<file path="src/rtl/hazard_ctrl_pkg.sv">
// Shared types for the hazard controller: action/state enum, forward-select codes
// and the per-stage tracker entry.
package hazard_ctrl_pkg;

  // Tracker rd is stored at this fixed width; REG_ADDR_W must not exceed it.
  localparam int MAX_ADDR_W = 8;

  typedef enum logic [1:0] {
    RUN        = 2'b00,
    LD_STALL   = 2'b01,
    FLAG_STALL = 2'b10,
    FLUSH      = 2'b11
  } hz_state_e;

  localparam logic [1:0] FWD_RF  = 2'b00;
  localparam logic [1:0] FWD_EX  = 2'b01;
  localparam logic [1:0] FWD_MEM = 2'b10;
  localparam logic [1:0] FWD_WB  = 2'b11;

  typedef struct packed {
    logic                  valid;
    logic [MAX_ADDR_W-1:0] rd;
    logic                  we;
    logic                  load;
    logic                  set_flags;
  } trk_entry_t;

endpackage

</file>
<file path="src/rtl/hazard_ctrl_if.sv">
// Pipeline <-> hazard controller signal bundle. master = pipeline, slave = controller.
interface hazard_ctrl_if #(
  parameter int REG_ADDR_W = 4,
  parameter int CNT_W      = 16
);
  logic                  id_valid;
  logic [REG_ADDR_W-1:0] id_ra, id_rb, id_rd;
  logic                  id_use_ra, id_use_rb;
  logic                  id_we, id_load, id_set_flags, id_cond_br;
  logic                  ex_br_taken;
  logic                  ext_hold;

  logic                  stall_if, stall_id, bubble_ex, flush_id, flush_ex;
  logic [1:0]            fwd_a, fwd_b, state;
  logic [CNT_W-1:0]      stall_cnt, flush_cnt;

  modport master (
    output id_valid, id_ra, id_rb, id_rd, id_use_ra, id_use_rb,
           id_we, id_load, id_set_flags, id_cond_br, ex_br_taken, ext_hold,
    input  stall_if, stall_id, bubble_ex, flush_id, flush_ex,
           fwd_a, fwd_b, state, stall_cnt, flush_cnt
  );

  modport slave (
    input  id_valid, id_ra, id_rb, id_rd, id_use_ra, id_use_rb,
           id_we, id_load, id_set_flags, id_cond_br, ex_br_taken, ext_hold,
    output stall_if, stall_id, bubble_ex, flush_id, flush_ex,
           fwd_a, fwd_b, state, stall_cnt, flush_cnt
  );
endinterface

</file>
<file path="src/rtl/hazard_fwd_sel.sv">
// Operand forward select for one source: youngest valid writer among EX/MEM/WB.
module hazard_fwd_sel
  import hazard_ctrl_pkg::*;
(
  input  logic                  use_src,
  input  logic [MAX_ADDR_W-1:0] addr,
  input  trk_entry_t            ex,
  input  trk_entry_t            mem,
  input  trk_entry_t            wb,
  output logic [1:0]            sel
);
  logic unused_ok;
  assign unused_ok = ^{ex.set_flags, mem.load, mem.set_flags, wb.load, wb.set_flags};

  // A load in EX has no data yet; it only becomes a source once it reaches MEM.
  always_comb begin
    sel = FWD_RF;
    if (use_src) begin
      if (ex.valid && ex.we && !ex.load && (ex.rd == addr))  sel = FWD_EX;
      else if (mem.valid && mem.we && (mem.rd == addr))      sel = FWD_MEM;
      else if (wb.valid && wb.we && (wb.rd == addr))         sel = FWD_WB;
    end
  end
endmodule

</file>
<file path="src/rtl/hazard_ctrl.sv">
// Pipeline hazard controller: load-use / flag stalls, branch flush, operand forwarding
// and saturating stall/flush event counters.
module hazard_ctrl
  import hazard_ctrl_pkg::*;
#(
  parameter int REG_ADDR_W = 4,
  parameter int CNT_W      = 16
) (
  input  logic          clk,
  input  logic          reset,
  hazard_ctrl_if.slave  hif
);
  trk_entry_t            ex_q, mem_q, wb_q, id_e;
  logic [MAX_ADDR_W-1:0] ra, rb, rd;
  logic                  hold, br, ld_use, flag_haz, hz_stall;
  hz_state_e             state_q, act;
  logic [CNT_W-1:0]      stall_cnt_q, flush_cnt_q;

  assign ra = MAX_ADDR_W'(hif.id_ra[REG_ADDR_W-1:0]);
  assign rb = MAX_ADDR_W'(hif.id_rb[REG_ADDR_W-1:0]);
  assign rd = MAX_ADDR_W'(hif.id_rd[REG_ADDR_W-1:0]);

  assign hold = hif.ext_hold;
  assign br   = hif.ex_br_taken;

  assign ld_use   = hif.id_valid & ex_q.valid & ex_q.load & ex_q.we &
                    ((hif.id_use_ra & (ra == ex_q.rd)) | (hif.id_use_rb & (rb == ex_q.rd)));
  assign flag_haz = hif.id_valid & hif.id_cond_br & ex_q.valid & ex_q.set_flags;
  assign hz_stall = ~br & (ld_use | flag_haz);

  // Gated by reset so hold/branch inputs cannot leak through while reset is high.
  assign hif.stall_if  = ~reset & (hold | hz_stall);
  assign hif.stall_id  = ~reset & (hold | hz_stall);
  assign hif.bubble_ex = ~reset & ~hold & hz_stall;
  assign hif.flush_id  = ~reset & ~hold & br;
  assign hif.flush_ex  = ~reset & ~hold & br;

  always_comb begin
    act = RUN;
    if (br)            act = FLUSH;
    else if (ld_use)   act = LD_STALL;
    else if (flag_haz) act = FLAG_STALL;
  end

  always_comb begin
    id_e           = '0;
    id_e.valid     = hif.id_valid & ~hz_stall & ~br;
    id_e.rd        = rd;
    id_e.we        = hif.id_we;
    id_e.load      = hif.id_load;
    id_e.set_flags = hif.id_set_flags;
  end

  always_ff @(posedge clk or posedge reset) begin
    if (reset) begin
      ex_q        <= '0;
      mem_q       <= '0;
      wb_q        <= '0;
      state_q     <= RUN;
      stall_cnt_q <= '0;
      flush_cnt_q <= '0;
    end else if (!hold) begin
      ex_q    <= id_e;
      mem_q   <= ex_q;
      wb_q    <= mem_q;
      state_q <= act;
      if ((act == LD_STALL || act == FLAG_STALL) && !(&stall_cnt_q))
        stall_cnt_q <= stall_cnt_q + CNT_W'(1);
      if (act == FLUSH && !(&flush_cnt_q))
        flush_cnt_q <= flush_cnt_q + CNT_W'(1);
    end
  end

  assign hif.state     = state_q;
  assign hif.stall_cnt = stall_cnt_q;
  assign hif.flush_cnt = flush_cnt_q;

  hazard_fwd_sel u_fwd_a (
    .use_src (hif.id_use_ra),
    .addr    (ra),
    .ex      (ex_q),
    .mem     (mem_q),
    .wb      (wb_q),
    .sel     (hif.fwd_a)
  );

  hazard_fwd_sel u_fwd_b (
    .use_src (hif.id_use_rb),
    .addr    (rb),
    .ex      (ex_q),
    .mem     (mem_q),
    .wb      (wb_q),
    .sel     (hif.fwd_b)
  );
endmodule

</file>
<file path="src/flat_wrapper.sv">
// flat-port wrapper written by rule: the top's interface ports become plain ports
module hazard_ctrl_flat import hazard_ctrl_pkg::*;
#(
  parameter int REG_ADDR_W = 4,
  parameter int CNT_W      = 16
)
  (clk, reset, hif_id_valid, hif_id_ra, hif_id_rb, hif_id_rd, hif_id_use_ra, hif_id_use_rb, hif_id_we, hif_id_load, hif_id_set_flags, hif_id_cond_br, hif_ex_br_taken, hif_ext_hold, hif_stall_if, hif_stall_id, hif_bubble_ex, hif_flush_id, hif_flush_ex, hif_fwd_a, hif_fwd_b, hif_state, hif_stall_cnt, hif_flush_cnt);
  hazard_ctrl_if #(.REG_ADDR_W(REG_ADDR_W), .CNT_W(CNT_W)) hif_i ();
  input  logic clk;
  input  logic reset;
  input wire logic [$bits(hif_i.id_valid)-1:0] hif_id_valid;
  input wire logic [$bits(hif_i.id_ra)-1:0] hif_id_ra;
  input wire logic [$bits(hif_i.id_rb)-1:0] hif_id_rb;
  input wire logic [$bits(hif_i.id_rd)-1:0] hif_id_rd;
  input wire logic [$bits(hif_i.id_use_ra)-1:0] hif_id_use_ra;
  input wire logic [$bits(hif_i.id_use_rb)-1:0] hif_id_use_rb;
  input wire logic [$bits(hif_i.id_we)-1:0] hif_id_we;
  input wire logic [$bits(hif_i.id_load)-1:0] hif_id_load;
  input wire logic [$bits(hif_i.id_set_flags)-1:0] hif_id_set_flags;
  input wire logic [$bits(hif_i.id_cond_br)-1:0] hif_id_cond_br;
  input wire logic [$bits(hif_i.ex_br_taken)-1:0] hif_ex_br_taken;
  input wire logic [$bits(hif_i.ext_hold)-1:0] hif_ext_hold;
  output wire logic [$bits(hif_i.stall_if)-1:0] hif_stall_if;
  output wire logic [$bits(hif_i.stall_id)-1:0] hif_stall_id;
  output wire logic [$bits(hif_i.bubble_ex)-1:0] hif_bubble_ex;
  output wire logic [$bits(hif_i.flush_id)-1:0] hif_flush_id;
  output wire logic [$bits(hif_i.flush_ex)-1:0] hif_flush_ex;
  output wire logic [$bits(hif_i.fwd_a)-1:0] hif_fwd_a;
  output wire logic [$bits(hif_i.fwd_b)-1:0] hif_fwd_b;
  output wire logic [$bits(hif_i.state)-1:0] hif_state;
  output wire logic [$bits(hif_i.stall_cnt)-1:0] hif_stall_cnt;
  output wire logic [$bits(hif_i.flush_cnt)-1:0] hif_flush_cnt;
  assign hif_i.id_valid = hif_id_valid;
  assign hif_i.id_ra = hif_id_ra;
  assign hif_i.id_rb = hif_id_rb;
  assign hif_i.id_rd = hif_id_rd;
  assign hif_i.id_use_ra = hif_id_use_ra;
  assign hif_i.id_use_rb = hif_id_use_rb;
  assign hif_i.id_we = hif_id_we;
  assign hif_i.id_load = hif_id_load;
  assign hif_i.id_set_flags = hif_id_set_flags;
  assign hif_i.id_cond_br = hif_id_cond_br;
  assign hif_i.ex_br_taken = hif_ex_br_taken;
  assign hif_i.ext_hold = hif_ext_hold;
  assign hif_stall_if = hif_i.stall_if;
  assign hif_stall_id = hif_i.stall_id;
  assign hif_bubble_ex = hif_i.bubble_ex;
  assign hif_flush_id = hif_i.flush_id;
  assign hif_flush_ex = hif_i.flush_ex;
  assign hif_fwd_a = hif_i.fwd_a;
  assign hif_fwd_b = hif_i.fwd_b;
  assign hif_state = hif_i.state;
  assign hif_stall_cnt = hif_i.stall_cnt;
  assign hif_flush_cnt = hif_i.flush_cnt;
  hazard_ctrl #(.REG_ADDR_W(REG_ADDR_W), .CNT_W(CNT_W)) u_core (.clk(clk), .reset(reset), .hif(hif_i));
endmodule
</file>
<file path="config.mk">
export PLATFORM = sky130hd
export DESIGN_NAME = hazard_ctrl_flat
export DESIGN_NICKNAME = d
export VERILOG_FILES = /design/src/rtl/hazard_ctrl_pkg.sv /design/src/rtl/hazard_ctrl_if.sv /design/src/rtl/hazard_fwd_sel.sv /design/src/rtl/hazard_ctrl.sv /design/src/flat_wrapper.sv
export SDC_FILE = /design/constraint.sdc
export NUM_CORES = 1
export LEC_CHECK = 0
export ABC_AREA = 1
export BUFFER_PORTS_ARGS = -buffer_cell sky130_fd_sc_hd__buf_2
export CAP_MARGIN = 20
export CORE_AREA = 4 4 84 86
export CTS_CLUSTER_SIZE = 28
export DETAILED_ROUTE_END_ITERATION = 7
export DIE_AREA = 0 0 88 90
export MAX_ROUTING_LAYER = met4
export PLACE_DENSITY = 0.74
export RECOVER_POWER = 100
export SYNTH_ARGS = -nofsm -noshare
export SYNTH_HDL_FRONTEND = slang
export SYNTH_SLANG_ARGS = --single-unit
</file>
<file path="constraint.sdc">
create_clock -name clk -period 4.44 [get_ports clk]
set_input_delay 0.888 -clock clk [delete_from_list [all_inputs] [get_ports clk]]
set_output_delay 0.888 -clock clk [all_outputs]
set_load 0.005 [all_outputs]
</file>
==> impl_metrics.csv, run 1 <==
group,metric,value,unit
sta,worst_pin_slew,1.33,ns
synthesis,synth_top_cell_by_area,"dfrtp_1",
final_layout,fin_util,56.2,%
synthesis,synth_fa_ha_area_share,1.21,%
flow_run,cap_violations,0,
synthesis,synth-compound-area-share,7.56,%
power_and_ir_drop,p_leak,1.79,nW
floorplanning,io-pin-count,66,
routing,wl_per_cell,13.0,um
setup_path,path_depth,4,
placement,dp_hpwl,5630,um
final_layout,regArea,1350,um^2
floorplanning,dieArea,7920,um^2
synthesis,ys_types,32,
hold_path,hold_class,"reg2reg",
global_routing,grt_remaining_overflow,0,
routing,drc,0,
sta,finalSetupViolations,0,
setup_path,crit_chain,"buf_2 -> inv_1 -> a21oi_1 -> clkbuf_1",
sta,layout_min_cycle_time,3.00,ns
global_routing,grt_pass1_vias,2795,
clock_tree,hold_buffers,0,
setup_path,crit_fanout,29,
final_layout,area_delta_synth_final,13.4,%
clock_tree,numCtsBuffers,5,
final_layout,fin_nets,501,
routing,dr.pass1.iters,4,
synthesis,avgSynthCellArea,7.57,um^2
placement,gp_congestion,0.906,
placement,io_buffers,65,
clock_tree,cts_max_level,2,
synthesis,yosys_warnings,0,
synthesis,synthTopCellsByArea,"dfrtp_1 43%, nand2_1 17%, inv_1 5.5%, xnor2_1 4.8%, xor2_1 4.8%",
power_and_ir_drop,fin_total_pwr,0.00125,W
synthesis,synth_xor_area_share,9.57,%
clock_tree,clkTransAtPathRegs,0.10,ns
sta,tns,0,ns
synthesis,synth_mux_area_share,0,%
power_and_ir_drop,powerDensity,355,nW/um^2
synthesis,synth_top_family_by_area,"simple AND/OR/NAND/NOR gates",
synthesis,seq_area_frac_synth,43.4,%
clock_tree,cts_tree,"yes",
sta,fin_worst_skew,0.00913,ns
synthesis,async_flop_share,100,%
setup_path,end_kind,"output pin",
final_layout,multi_input_area,1490,um^2
routing,drtIter0Drc,154,
synthesis,syn_nets,437,
final_layout,n_antenna_cell,0,
clock_tree,postCtsResizedCells,0,
sta,rsz0062_at_grt,"no",
setup_path,slowest_stage,"inv_1",
routing,via_per_inst,5.09,
routing,vias,2815,
setup_path,cp.arrival,2.12,ns
floorplanning,rows,29,
synthesis,synth_top_area_share,43.4,%
synthesis,syn_inst,411,
global_routing,antenna_found_initial,0,
sta,hold_viol_final,0,
synthesis,synth_top_cells_by_count,"144 x nand2_1, 54 x dfrtp_1, 46 x inv_1",
synthesis,synth-simple-area-share,30.6,%
final_layout,n_fill_cell,614,
sta,min_period_over_period,67.6,%
clock_tree,root_buffer,"clkbuf_8",
synthesis,synth-seq-cells,54,
run_status,status,"finished, final reports clean",
setup_path,crit_family,"buffers and inverters",
setup_path,start_kind,"input port",
synthesis,synth_edf_count,0,
setup_path,path_class,"in2out",
global_routing,grt_pass1_wl,12300,um
clock_tree,post_cts_buffers,0,
hold_path,worstHoldPathCells,2,
sta,fmax,333,MHz
clock_tree,insertion_delay,0.30,ns
synthesis,syn_area,3110,um^2
final_layout,drive_above_1_share,12.6,%
sta,relSlewSlack,11.5,%
floorplanning,initial_core_util,49.6,%
routing,wirelength,7190,um
sta,drv_slew,0,
routing,ant_nets,0,
global_routing,grt_max_degree,32,
setup_path,crit_buf_inv,3,
floorplanning,fp.dieH,90,um
global_routing,track_usage,19.6,%
setup_path,critical_path_required,3.55,ns
floorplanning,die_x,88,um
clock_tree,cts.sink_count,54,
power_and_ir_drop,vdd_ir_drop_max,0.000262,V
synthesis,ys.flop_type,"dfrtp_1",
setup_path,cpPeakStageDelay,0.40,ns
synthesis,synth_most_common_cell,"nand2_1",
setup_path,r2r_cells,17,
floorplanning,coreArea,6280,um^2
clock_tree,clk_path_buf_depth,2,
-- routing by layer --
metal	part of all wire (%)	track usage, %	wire [um]
met1	45	24.9	3220
met2	48	31.8	3460
met3	5.5	3.75	394
met4	1.5	5.50	109
met5	0	-	0
-- sequential cells by signal, indices dropped and copies added (netlist names) --
| name | count |
|---|---|
| u_core.hif.flush_cnt | 16 |
| u_core.hif.stall_cnt | 16 |
| u_core.ex_q | 8 |
| u_core.mem_q | 6 |
| u_core.wb_q | 6 |
| u_core.hif.state | 2 |
-- final timing paths --
kind | startpoint | to | slack (ns)
max in group asynchronous | reset | u_core.ex_q[3] | 1.74
max reg2reg | u_core.ex_q[3] | u_core.hif.flush_cnt[13] | 1.93
min | u_core.wb_q[11] | u_core.wb_q[11] | 0.49
min in group asynchronous | reset | u_core.wb_q[5] | 0.91
min reg2reg | u_core.wb_q[11] | u_core.wb_q[11] | 0.49
max | hif_ext_hold | hif_stall_id | 1.44
-- cell type report --
class | count | share of cell area, %
repair buffers | 66 | 8.58
flip-flops and latches | 54 | 38.3
multi-input cells | 300 | 42.3
well taps | 77 | 2.73
clock inverters | 1 | 0.248
clock buffers | 7 | 2.73
inverters | 48 | 5.18
-- kinds of logic (layout without fill, tap and decap cells) --
family | Yosys count | after routing
AO/OA/AOI/OAI | 41 | 41
XOR/XNOR | 34 | 34
adder cells (fa/ha/maj) | 3 | 3
buffers and inverters | 57 | 122
flip-flops | 54 | 54
AND/OR/NAND/NOR | 222 | 222
-- tightest hold or removal path: cells and delay by family (launching register included) --
kind	cells	cell delay, ns
simple gates	2	0.11
flops	1	0.36
-- layout by cell type (no fill, tap or decap) --
master and count:
nor2_2 1, o21ai_0 26, clkinv_4 1, nand2_2 2, nand2_1 146, nor2_1 28
xor2_1 17, or2_2 1, inv_1 47, nand3b_1 2, nor4_4 1, o22ai_1 3
xnor2_1 17, nor4_1 1, a21boi_0 2, a21oi_1 7, nor3_1 16, nor3_2 2
nand3_1 18, inv_4 1, dfrtp_1 54, nand4_1 4, clkbuf_1 22, o221ai_1 1
buf_2 44, ha_1 3, clkbuf_8 7, a31oi_1 2
-- report_power, final --
part | switching (W) | leakage (nW) | internal, W
registers | 0.0000853 | 0.693 | 0.000565
clock network | 0.000153 | 0.0544 | 0.000143
logic | 0.000186 | 1.04 | 0.000123
-- metrics by stage --
stage / std cells / instance area (um^2) / hold slack, ns / setup slack (ns)
after floorplan: 411 / 3110 / 0.449 / 1.74
after global placement: 545 / 3480 / 0.464 / 1.49
after detailed placement: 545 / 3480 / 0.476 / 1.46
after CTS: 553 / 3590 / 0.499 / 1.47
after global routing: 553 / 3530 / 0.529 / 1.14
final: 553 / 3530 / 0.493 / 1.44
No activity file was read; power rests on OpenSTA's default activity.
==> run 2: changes to the inputs <==
--- a/config.mk
+++ b/config.mk
@@ -5,15 +5,15 @@
 export SDC_FILE = /design/constraint.sdc
 export NUM_CORES = 1
 export LEC_CHECK = 0
-export ABC_AREA = 1
+export ABC_AREA = 0
 export BUFFER_PORTS_ARGS = -buffer_cell sky130_fd_sc_hd__buf_2
 export CAP_MARGIN = 20
-export CORE_AREA = 4 4 84 86
+export CORE_AREA = 4 4 80 82
 export CTS_CLUSTER_SIZE = 28
 export DETAILED_ROUTE_END_ITERATION = 7
-export DIE_AREA = 0 0 88 90
+export DIE_AREA = 0 0 84 86
 export MAX_ROUTING_LAYER = met4
-export PLACE_DENSITY = 0.74
+export PLACE_DENSITY = 0.75
 export RECOVER_POWER = 100
 export SYNTH_ARGS = -nofsm -noshare
 export SYNTH_HDL_FRONTEND = slang
==> constraint.sdc (replaced) <==
create_clock -name clk -period 3.1 [get_ports clk]
set_input_delay 0.62 -clock clk [delete_from_list [all_inputs] [get_ports clk]]
set_output_delay 0.62 -clock clk [all_outputs]
set_load 0.005 [all_outputs]
==> run 2 against run 1 <==
Utilization rose by 0.15 points. Non-clock buffer count is 1 higher. Setup slack lost 1.1 ns. Critical path depth grew 6. Via count down 26%. Synthesized cell count shrank 39%. Clock skew is 0.0033 ns lower. Clock-buffer cell count down 1. Die area shrank 8.8%. Sequential share of layout area increased by 3.4 points. Highest routed layer unchanged.
==> impl_metrics.csv, run 2 <==
group,metric,value,unit
run_status,status,"finished, final reports clean",
sta,rsz0062_at_grt,"no",
routing,dr.pass1.iters,4,
power_and_ir_drop,powerDensity,518,nW/um^2
synthesis,synth-seq-cells,54,
global_routing,grt_pass1_vias,2040,
synthesis,syn_nets,275,
setup_path,cpPeakStageDelay,0.43,ns
synthesis,synth_top_cells_by_count,"54 x dfrtp_1, 32 x xnor2_1, 21 x mux2_2",
setup_path,path_class,"reg2reg",
setup_path,r2r_slack,0.32,ns
clock_tree,postCtsResizedCells,0,
floorplanning,dieArea,7220,um^2
global_routing,grt_max_degree,55,
routing,ant_nets,0,
flow_run,cap_violations,0,
final_layout,final_common_cell,"dfrtp_1",
floorplanning,initial_core_util,48.8,%
setup_path,end_kind,"register",
setup_path,start_kind,"register",
sta,timing.hold.ws,0.498,ns
setup_path,crit_chain,"xnor2_1 -> nand4_1 -> o22ai_1 -> or2_0 -> ha_1 -> and4b_1 -> and3_1 -> and4_1 -> nand3_1 -> mux2_1",
synthesis,synth_most_common_cell,"dfrtp_1",
setup_path,crit_end,"u_core.hif.stall_cnt[15]",
sta,worst_pin_slew,1.28,ns
synthesis,synth_top_cell_by_area,"dfrtp_1",
floorplanning,coreArea,5750,um^2
floorplanning,die_x,84,um
floorplanning,fp.dieH,86,um
final_layout,final_cell_mix,"54 x dfrtp_1, 36 x buf_2, 32 x xnor2_1",
sta,layout_min_cycle_time,2.78,ns
setup_path,slowest_stage,"dfrtp_1",
synthesis,synth_top_area_share,48.2,%
floorplanning,rows,28,
final_layout,drive_above_1_share,22.3,%
sta,hold_viol_final,0,
global_routing,antenna_found_initial,0,
sta,relSlewSlack,14.4,%
clock_tree,clk_path_buf_depth,2,
routing,wl_per_cell,14.4,um
synthesis,yosys_warnings,0,
clock_tree,cts_tree,"yes",
synthesis,async_flop_share,100,%
global_routing,grt_remaining_overflow,0,
routing,drtIter0Drc,88,
setup_path,rr_endpoint,"u_core.hif.stall_cnt[15]",
setup_path,r2r_cells,10,
setup_path,startpoint,"u_core.ex_q[4]",
power_and_ir_drop,vdd_ir_drop_max,0.000350,V
clock_tree,clkTransAtPathRegs,0.09,ns
clock_tree,hold_buffers,0,
sta,fin_worst_skew,0.00588,ns
clock_tree,numCtsBuffers,5,
sta,tns,0,ns
setup_path,critical_path_required,3.28,ns
clock_tree,root_buffer,"clkbuf_8",
final_layout,fin_nets,344,
synthesis,avgSynthCellArea,11.3,um^2
floorplanning,io-pin-count,66,
placement,dp_hpwl,4250,um
setup_path,crit_fanout,5,
synthesis,seq_area_frac_synth,48.2,%
synthesis,syn_area,2800,um^2
synthesis,syn_inst,249,
sta,drv_slew,0,
global_routing,grt_pass1_wl,9670,um
placement,gp_congestion,0.873,
placement,io_buffers,65,
setup_path,cp.arrival,2.97,ns
clock_tree,insertion_delay,0.30,ns
sta,finalSetupViolations,0,
synthesis,ys_types,43,
synthesis,synthTopCellsByArea,"dfrtp_1 48%, xnor2_1 10%, mux2_2 8.4%, xor2_1 6.2%, nand3_1 3.4%",
synthesis,ys.flop_type,"dfrtp_1",
sta,fmax,359,MHz
setup_path,r2r-start,"u_core.ex_q[4]",
hold_path,hold_class,"reg2reg",
final_layout,area_delta_synth_final,15.5,%
final_layout,n_antenna_cell,0,
clock_tree,post_cts_buffers,0,
global_routing,track_usage,17.0,%
routing,wirelength,5670,um
sta,min_period_over_period,89.8,%
power_and_ir_drop,p_leak,1.42,nW
routing,vias,2086,
clock_tree,cts_max_level,2,
routing,drc,0,
clock_tree,cts.sink_count,54,
synthesis,synth_edf_count,0,
routing,via_per_inst,5.29,
run 2: how the worst min path moves through the flow:
stage	endpoint	from	depth (start not counted)	slack, ns
3_3_place_gp	u_core.hif.flush_cnt[5]	u_core.hif.flush_cnt[5]	1	0.47
5_1_grt	u_core.hif.stall_cnt[10]	u_core.hif.stall_cnt[10]	1	0.52
6_report	u_core.hif.flush_cnt[5]	u_core.hif.flush_cnt[5]	1	0.50
3_5_place_dp	u_core.hif.flush_cnt[5]	u_core.hif.flush_cnt[5]	1	0.48
4_1_cts	u_core.hif.flush_cnt[5]	u_core.hif.flush_cnt[5]	1	0.50
2_1_floorplan	u_core.wb_q[2]	u_core.wb_q[2]	1	0.47
run 2: area by class of cell:
type | count | area, um^2
multi-input cells | 188 | 1390
clock buffers | 6 | 82.6
well taps | 75 | 93.8
repair buffers | 67 | 303
inverters | 2 | 7.51
fillers | 541 | 2510
flip-flops and latches | 54 | 1350
clock inverters | 2 | 12.5
run 2: per-layer routing:
| metal | global-route usage [%] | routed length [um] | share of wire (%) |
|---|---|---|---|
| met1 | 21.1 | 2540 | 45 |
| met2 | 28.0 | 2780 | 49 |
| met3 | 4.32 | 317 | 5.6 |
| met4 | 4.53 | 28 | 0.49 |
| met5 | - | 0 | 0 |
run 2: where the power goes:
part / total (W) / switching [W] / internal (W) / leakage [nW]
registers: 0.000938 / 0.000128 / 0.000810 / 0.691
clock network: 0.000397 / 0.000218 / 0.000180 / 0.0472
logic: 0.000341 / 0.000159 / 0.000182 / 0.686
run 2: critical path: cells and delay by family, from the launching register on:
| family | cells | cell delay (ns) |
|---|---|---|
| flops | 1 | 0.43 |
| mux | 1 | 0.32 |
| simple gates | 6 | 1.19 |
| fa+ha+maj | 1 | 0.27 |
| compound gates | 1 | 0.29 |
| xor+xnor | 1 | 0.18 |
run 2: per-stage QoR:
stage	worst slack (ns)	cells	power (W)	cell area, um^2	util, %
after floorplan	0.448	249	0.00116	2800	-
after global placement	0.176	386	0.00130	3210	55.9
after detailed placement	0.116	386	0.00132	3210	55.9
after CTS	0.394	394	0.00173	3300	57.5
after global routing	0.101	394	0.00180	3240	56.4
final	0.318	394	0.00168	3240	56.4
run 2: cell families after synthesis:
kind of cell	share of synthesized area [%]
AOI/OAI and AO/OA	3.03
xor gates and xnor gates	16.2
adders and majority gates	1.34
buffers and inverters	1.29
DFF	48.2
muxes	9.91
and+or+nand+nor	20.0
